**src/rtl/seq_controller.sv**
```systemverilog
`default_nettype none
// ============================================================================
// Module      : seq_controller
// Description : Multi-cycle sequencer for a Y86-style datapath. It walks
//               FETCH -> DECODE -> EXECUTE -> MEMORY -> WRITEBACK -> PCUPD,
//               handshakes with data memory (with a bounded wait), and stops
//               in HALT on a fetch fault, a memory error or a memory timeout.
//               The optional performance counters are enabled by defining
//               SEQ_CTRL_PERF_EN.
// Revision    : 1.0 - initial release
// ============================================================================
module seq_controller #(
    parameter logic [63:0] START_PC    = 64'd0,
    parameter int          MEM_TIMEOUT = 16
) (
    input  logic        clk,
    input  logic        reset,
    input  logic        start,
    input  logic [3:0]  stat_f,
    input  logic [3:0]  icode,
    input  logic        cnd,
    input  logic [63:0] valC,
    input  logic [63:0] valP,
    input  logic [63:0] valM,
    input  logic        m_ack,
    input  logic        m_err,
    output logic [63:0] PC,
    output logic        d_en,
    output logic        e_en,
    output logic        w_en,
    output logic        m_req,
    output logic [3:0]  stat,
    output logic        busy,
    output logic        halted,
    output logic [31:0] instr_cnt,
    output logic [31:0] cycle_cnt
);

    localparam int         c_STATE_W   = 3;
    localparam logic [2:0] c_IDLE      = 3'd0;
    localparam logic [2:0] c_FETCH     = 3'd1;
    localparam logic [2:0] c_DECODE    = 3'd2;
    localparam logic [2:0] c_EXECUTE   = 3'd3;
    localparam logic [2:0] c_MEMORY    = 3'd4;
    localparam logic [2:0] c_WRITEBACK = 3'd5;
    localparam logic [2:0] c_PCUPD     = 3'd6;
    localparam logic [2:0] c_HALT      = 3'd7;

    localparam logic [3:0] c_STAT_AOK  = 4'd0;
    localparam logic [3:0] c_STAT_ADR  = 4'd2;

    // Wait-counter value at which the current no-ack cycle is the last allowed one
    localparam logic [7:0] c_WAIT_LAST = 8'(MEM_TIMEOUT - 1);

    logic [c_STATE_W-1:0] r_state;
    logic [63:0]          r_pc;
    logic [3:0]           r_stat;
    logic                 r_d_en;
    logic                 r_e_en;
    logic                 r_w_en;
    logic                 r_m_req;
    logic                 r_busy;
    logic                 r_halted;
    logic [7:0]           r_wait;
    logic                 w_mem_op;
    logic [63:0]          w_next_pc;

    // Instruction classes that touch data memory
    always_comb begin
        w_mem_op = (icode == 4'd4) || (icode == 4'd5) || (icode == 4'd8) ||
                   (icode == 4'd9) || (icode == 4'd10) || (icode == 4'd11);
    end

    // Next-PC selection: call and taken jump use valC, ret uses valM
    always_comb begin
        w_next_pc = valP;
        if ((icode == 4'd8) || ((icode == 4'd7) && cnd)) begin
            w_next_pc = valC;
        end else if (icode == 4'd9) begin
            w_next_pc = valM;
        end
    end

    // Sequencer: state plus all outputs registered on the transition into each state
    always_ff @(posedge clk or posedge reset) begin
        if (reset) begin
            r_state  <= c_IDLE;
            r_pc     <= START_PC;
            r_stat   <= c_STAT_AOK;
            r_d_en   <= 1'b0;
            r_e_en   <= 1'b0;
            r_w_en   <= 1'b0;
            r_m_req  <= 1'b0;
            r_busy   <= 1'b0;
            r_halted <= 1'b0;
            r_wait   <= 8'd0;
        end else begin
            r_d_en <= 1'b0;
            r_e_en <= 1'b0;
            r_w_en <= 1'b0;
            case (r_state)
                c_IDLE: begin
                    if (start) begin
                        r_state <= c_FETCH;
                        r_busy  <= 1'b1;
                    end
                end
                c_FETCH: begin
                    if (stat_f == c_STAT_AOK) begin
                        r_state <= c_DECODE;
                        r_d_en  <= 1'b1;
                    end else begin
                        r_state  <= c_HALT;
                        r_stat   <= stat_f;
                        r_busy   <= 1'b0;
                        r_halted <= 1'b1;
                    end
                end
                c_DECODE: begin
                    r_state <= c_EXECUTE;
                    r_e_en  <= 1'b1;
                end
                c_EXECUTE: begin
                    r_state <= c_MEMORY;
                    r_m_req <= w_mem_op;
                    r_wait  <= 8'd0;
                end
                c_MEMORY: begin
                    if (!r_m_req) begin
                        r_state <= c_WRITEBACK;
                        r_w_en  <= 1'b1;
                    end else if (m_ack) begin
                        // An ack in the final wait cycle still completes the access
                        r_m_req <= 1'b0;
                        if (m_err) begin
                            r_state  <= c_HALT;
                            r_stat   <= c_STAT_ADR;
                            r_busy   <= 1'b0;
                            r_halted <= 1'b1;
                        end else begin
                            r_state <= c_WRITEBACK;
                            r_w_en  <= 1'b1;
                        end
                    end else if (r_wait == c_WAIT_LAST) begin
                        r_m_req  <= 1'b0;
                        r_state  <= c_HALT;
                        r_stat   <= c_STAT_ADR;
                        r_busy   <= 1'b0;
                        r_halted <= 1'b1;
                    end else begin
                        r_wait <= r_wait + 8'd1;
                    end
                end
                c_WRITEBACK: begin
                    r_state <= c_PCUPD;
                end
                c_PCUPD: begin
                    r_pc    <= w_next_pc;
                    r_state <= c_FETCH;
                end
                c_HALT: begin
                    r_state <= c_HALT;
                end
                default: begin
                    r_state  <= c_IDLE;
                    r_busy   <= 1'b0;
                    r_halted <= 1'b0;
                    r_m_req  <= 1'b0;
                end
            endcase
        end
    end

    assign PC     = r_pc;
    assign stat   = r_stat;
    assign d_en   = r_d_en;
    assign e_en   = r_e_en;
    assign w_en   = r_w_en;
    assign m_req  = r_m_req;
    assign busy   = r_busy;
    assign halted = r_halted;

`ifdef SEQ_CTRL_PERF_EN
    logic [31:0] r_instr_cnt;
    logic [31:0] r_cycle_cnt;

    // Retired-instruction and busy-cycle counters; both stop once busy falls in HALT
    always_ff @(posedge clk or posedge reset) begin
        if (reset) begin
            r_instr_cnt <= 32'd0;
            r_cycle_cnt <= 32'd0;
        end else begin
            if (r_state == c_PCUPD) begin
                r_instr_cnt <= r_instr_cnt + 32'd1;
            end
            if (r_busy) begin
                r_cycle_cnt <= r_cycle_cnt + 32'd1;
            end
        end
    end

    assign instr_cnt = r_instr_cnt;
    assign cycle_cnt = r_cycle_cnt;
`else
    assign instr_cnt = 32'd0;
    assign cycle_cnt = 32'd0;
`endif

endmodule
`default_nettype wire

```
**config.mk**
```make
export PLATFORM = sky130hd
export DESIGN_NAME = seq_controller
export DESIGN_NICKNAME = d
export VERILOG_FILES = /design/src/rtl/seq_controller.sv
export SDC_FILE = /design/constraint.sdc
export NUM_CORES = 1
export LEC_CHECK = 0
export ABC_CLOCK_PERIOD_IN_PS = 3900
export CAP_MARGIN = 20
export CORE_AREA = 2 2 132 134
export CTS_BUF_LIST = sky130_fd_sc_hd__clkbuf_8
export DETAILED_ROUTE_END_ITERATION = 8
export DIE_AREA = 0 0 134 136
export PLACE_DENSITY = 0.8
export SYNTH_ARGS = -nofsm -noshare
export SYNTH_HDL_FRONTEND = slang
export SYNTH_SLANG_ARGS = --single-unit
```
**constraint.sdc**
```tcl
create_clock -name clk -period 3.9 [get_ports clk]
set_clock_uncertainty 0.2 [all_clocks]
set_input_delay 1.17 -clock clk [delete_from_list [all_inputs] [get_ports clk]]
set_output_delay 1.17 -clock clk [all_outputs]
set_load 0.05 [all_outputs]
```
==> results of run 1 <==
==> cell families (layout without fill, tap and decap cells) <==
family	after synthesis	after routing	share of synthesized area (%)
xor gates and xnor gates	2	2	0.341
buffers and inverters	112	314	12.9
and+or+nand+nor	172	172	17.5
adders and majority gates	1	1	0.243
other	1	64	0.0730
AOI/OAI and AO/OA	230	230	27.6
DFF	85	85	41.4
==> Yosys cell counts <==
master,n
a211oi_1,65
a21o_1,1
a21oi_1,3
a221oi_2,1
a22o_1,9
a22oi_1,1
a31oi_1,1
a41oi_1,1
and2_1,2
and3_1,3
and4bb_2,1
buf_2,2
buf_4,64
clkbuf_1,39
conb_1,1
dfrtp_1,85
ha_1,1
inv_1,7
nand2_1,71
nand2b_1,5
nand3_1,4
nand4_1,2
nor2_1,9
nor2b_1,66
nor3_1,1
nor4b_4,1
o2111ai_2,1
o211ai_1,4
o21ai_0,123
o21ai_1,13
o221a_2,1
o22a_1,1
o22ai_2,1
o31a_1,1
o31ai_1,3
or2_2,1
or3_1,2
or3b_1,1
or4_1,3
xor2_1,2
==> stage by stage <==
| stage | instances | hold slack, ns |
|---|---|---|
| finish | 1093 | 0.285 |
| global route | 1093 | 0.305 |
| CTS | 1093 | 0.291 |
| detailed placement | 1077 | 0.268 |
| global placement | 1077 | 0.241 |
| floorplan | 666 | 0.267 |
==> cell type report <==
class | count | area [um2] | area share [%]
Timing Repair Buffer | 291 | 2930 | 35.7
Clock buffer | 9 | 124 | 1.51
Multi-Input combinational cell | 469 | 2610 | 31.8
Tap cell | 225 | 282 | 3.43
Clock inverter | 7 | 103 | 1.25
Inverter | 7 | 28.8 | 0.351
Sequential cell | 85 | 2130 | 25.9
==> report_power, final <==
group	internal [W]	total (W)	switching, W
combinational	0.00112	0.00330	0.00218
clock	0.000369	0.000736	0.000367
sequential	0.00126	0.00153	0.000273
==> routing by layer <==
metal  up-vias  GRT usage (%)  share of wire (%)
li1       2515              -                  -
met1      2425           24.0                 42
met2       216           32.3                 49
met3        28           4.74                6.7
met4         0           6.09                2.2
met5         -              0                  0
==> final timing paths <==
path	from	to	slack (ns)	cells past startpoint
max	m_req	m_req	0.76	1
min	halted	halted	0.29	1
max reg2reg	r_state[0]	PC[35]	1.56	5
min reg2reg	halted	halted	0.29	1
max in group asynchronous	reset	PC[10]	1.78	3
min in group asynchronous	reset	r_wait[0]	1.07	2
==> state kept, by name, indices dropped and copies added, names as in the netlist <==
register and count:
e_en 1, stat 4, halted 1, r_state 3
PC 64, m_req 1, d_en 1, r_wait 8
busy 1, w_en 1
==> flow_metrics.tcl, run 1 <==
set metrics [dict create \
    status "finished clean" \
    crit_buf_inv 1 \
    start_kind "flop" \
    tightest_slew_ns 0.723 \
    grt_max_degree 65 \
    synth_area_per_cell_um2 8.52 \
    start_util_pct 30.5 \
    drt_iter0_markers 240 \
    first_pass_iters 4 \
    fin_crit_ns 3.14 \
    yosys.area.top_type_share_pct 41.4 \
    crit_path_max_fanout 8 \
    synthDistinctLibCells 40 \
    synth_area_leader_cell "dfrtp_1" \
    synthesis.area_mm2 0.00514 \
    ys_ff_latch 85 \
    fin_nets 1070 \
    place_area_mm2 0.00798 \
    synthTopCellsByArea "dfrtp_1 (41%), o21ai_0 (12%), a211oi_1 (9.5%)" \
    p_total_w 0.00557 \
    rsz0062_at_grt "false" \
    irDropWorstVdd_uv 378 \
    path_clk_slew_ns 0.10 \
    cp.arrival_ns 1.77 \
    fp.dieH_um 136 \
    max_slew_margin_pct 51.8 \
    final_area_mm2 0.00821 \
    area_growth_pct 59.6 \
    clkSinkCount 85 \
    grt_pass1_wl_um 27100 \
    core_area_mm2 0.0169 \
    grt_usage_pct 19.1 \
    max_freq_mhz 318 \
    cts_buffer_depth 2 \
    clk_latency_ns 0.37 \
    finalSetupTns_ns 0 \
    wl_per_cell_um 16.3 \
    fin_crit_sh_pct 80.5 \
    gr-total-overflow 0 \
    dp_slack_ns 0.476 \
    die_w_um 134 \
    endpoint_kind "output port" \
    hold_violations 0 \
    layout_common_cells "clkdlybuf4s50_1 (279), o21ai_0 (123), dfrtp_1 (85)" \
    io_buffers 279 \
    vias 5184 \
    power.density_mw_per_mm2 678 \
    gp_congestion 0.827 \
    die-area_mm2 0.0182 \
    num-fill-cells 1607 \
    antenna_cells 0 \
    cts_buffers 9 \
    finalSetupViolCount 0 \
    rows 48 \
    slowest_stage "clkdlybuf4s50_1" \
    postCtsSetupBuffers 0 \
    layout_commonest_cell "clkdlybuf4s50_1" \
    pin_count 344 \
    drive_above_1_share_pct 4.49 \
    htreeDepth 3 \
    critPathTopFamily "buffers and inverters" \
    ctsHoldBuffers 0 \
    hp-class "flop to flop" \
    hpwl_um 13300 \
    drc 0 \
    synth_seq_area_share_pct 41.4 \
    yosysWarnings 0 \
    critPathRequiredTime_ns 2.53 \
    setup_ws_ns 0.760 \
    cts_resized 0 \
    crit_chain "clkdlybuf4s50_1" \
    slew_viol_final 0 \
    cp_slowest_stage_delay_ns 0.87 \
    cts_tree "yes" \
    leakage_nw 3.28 \
    syn-instance-count 603 \
    vias_per_cell 4.74 \
    grt_pass1_vias 4953 \
    path_class "flop to output port" \
    maxCapViolCount 0 \
    wirelength_um 17800 \
    antenna_found_initial 0 \
    root_buffer "clkbuf_8" \
    fin_util_pct 48.6 \
    ant_nets 0 \
]
(Power assumes the default switching activity.)
==> run 2: changes to the inputs <==
Settings changed: ABC_CLOCK_PERIOD_IN_PS 3900 to 2900.
Clock period 3.9 ns to 2.9 ns, I/O delays scaled along.
==> run 2 against run 1 <==
Effect of this change:
- non-clock buffer count increased by 25
- sequential power is 34% higher
- clock-buffer cell count increased by 1
- global-route usage is essentially flat
- hold slack worse by 0.010 ns
- critical path depth unchanged
- clock power up 13%
- die area unchanged
- final cell count increased by 2.4%
- sequential share of layout area decreased by 0.73 points
- highest routed layer is now met5
==> flow_metrics.tcl, run 2 (synthesized netlist as in run 1, its figures left out) <==
set metrics [dict create \
    power.density_mw_per_mm2 874 \
    clk_latency_ns 0.36 \
    place_area_mm2 0.00826 \
    cts_tree "yes" \
    pin_count 344 \
    dpl.cell_count 1102 \
    leakage_nw 3.44 \
    die-area_mm2 0.0182 \
    irDropWorstVdd_uv 566 \
    hpwl_um 13800 \
    gp_congestion 0.797 \
    vias 5355 \
    drive_above_1_share_pct 7.17 \
    busiest_layer "met2" \
    hold_violations 0 \
    vias_per_cell 4.79 \
    layout_common_cells "clkdlybuf4s50_1 (278), o21ai_0 (123), dfrtp_1 (85)" \
    crit_buf_inv 1 \
    fin_crit_sh_pct 91.8 \
    grt_usage_pct 19.1 \
    grt_util_met2_pct 33.0 \
    die_w_um 134 \
    final_area_mm2 0.00844 \
    fin_crit_ns 2.66 \
    rsz0062_at_grt "false" \
    slowest_stage "clkdlybuf4s50_1" \
    worst_hold_slack_ns 0.275 \
    hp-class "flop to flop" \
    first_pass_iters 4 \
    wl_per_cell_um 16.1 \
    critPathTopFamily "buffers and inverters" \
    endpoint_kind "output port" \
    met3_usage_pct 5.29 \
    finalSetupViolCount 0 \
    path_clk_slew_ns 0.10 \
    antenna_found_initial 1 \
    wirelength_um 18000 \
    fin_nets 1095 \
    grt_pass1_wl_um 27400 \
    grt_pass1_vias 5171 \
    slew_viol_final 0 \
    start_util_pct 30.5 \
    largest_reg_flops 64 \
    maxCapViolCount 0 \
    max_freq_mhz 376 \
    cts_buffers 9 \
    io_buffers 279 \
    cp_slowest_stage_delay_ns 0.83 \
    fp.dieH_um 136 \
    htreeDepth 3 \
    clkSinkCount 85 \
    crit_chain "clkdlybuf4s50_1" \
    instances_no_fill 1119 \
    tightest_slew_ns 0.587 \
    ant_nets 0 \
    grt_max_degree 43 \
    core_area_mm2 0.0169 \
    crit_path_max_fanout 2 \
    layout_commonest_cell "clkdlybuf4s50_1" \
    critPathRequiredTime_ns 1.83 \
    area_growth_pct 64.2 \
    start_kind "flop" \
    cts_buffer_depth 2 \
    status "finished clean" \
    path_class "flop to output port" \
    fin_util_pct 50.0 \
    cp.arrival_ns 1.59 \
    grt.met1_usage_pct 23.3 \
    gr-total-overflow 0 \
    drc 0 \
    rows 48 \
    max_slew_margin_pct 60.7 \
    drt_iter0_markers 286 \
    root_buffer "clkbuf_8" \
]
## run 2: cell types whose count changed in the layout (fill, tap and decap cells not counted), sizes merged
cell,previous run,this run
dlymetal6s2s,0,1
diode,0,1
clkbuf,9,10
buf,12,37
clkdlybuf4s50,279,278
clkinv,1,2
bufinv,2,0
inv,10,9
clkinvlp,1,2
## run 2: worst paths after layout
check	from	cells after the start	endpoint	slack [ns]
setup reg to reg	r_wait[4]	4	stat[0]	0.76
max in group asynchronous	reset	3	PC[13]	1.18
hold reg to reg	halted	1	halted	0.28
hold / removal	halted	1	halted	0.28
setup / recovery	PC[30]	1	PC[30]	0.24
min in group asynchronous	reset	2	PC[49]	0.71
## run 2: metal layers
layer  vias to the layer above  share of wire, %
li1                       2569                 -
met4                         2               1.7
met3                        25               7.1
met1                      2541                42
met5                         -             0.056
met2                       218                49
## run 2: per-stage QoR
step | setup TNS (ns) | setup slack, ns | total power [W]
4_1_cts | 0 | 0.0488 | 0.00745
3_5_place_dp | -0.174 | -0.0745 | 0.00659
2_1_floorplan | 0 | 0.462 | 0.00495
6_report | 0 | 0.237 | 0.00738
5_1_grt | 0 | 0.179 | 0.00780
3_3_place_gp | -0.0437 | -0.0322 | 0.00651
## run 2: layout make-up
| cell class | instances | area (um2) |
|---|---|---|
| flip-flops and latches | 85 | 2130 |
| diodes | 1 | 2.50 |
| clock inverters | 6 | 43.8 |
| well taps | 225 | 282 |
| repair buffers | 316 | 3210 |
| clock buffers | 10 | 138 |
| multi-input cells | 469 | 2610 |
| fillers | 1596 | 8430 |
| inverters | 7 | 30.0 |
## run 2: what timing repair did
item	in CTS	in global routing
setup endpoints to repair	0	1
buffers inserted	0	0
gates resized for setup	0	1
hold buffers	0	0
## run 2: power by group
part / total (W) / switching, W / internal, W
Clock: 0.000829 / 0.000487 / 0.000342
Sequential: 0.00205 / 0.000357 / 0.00169
Combinational: 0.00450 / 0.00295 / 0.00155
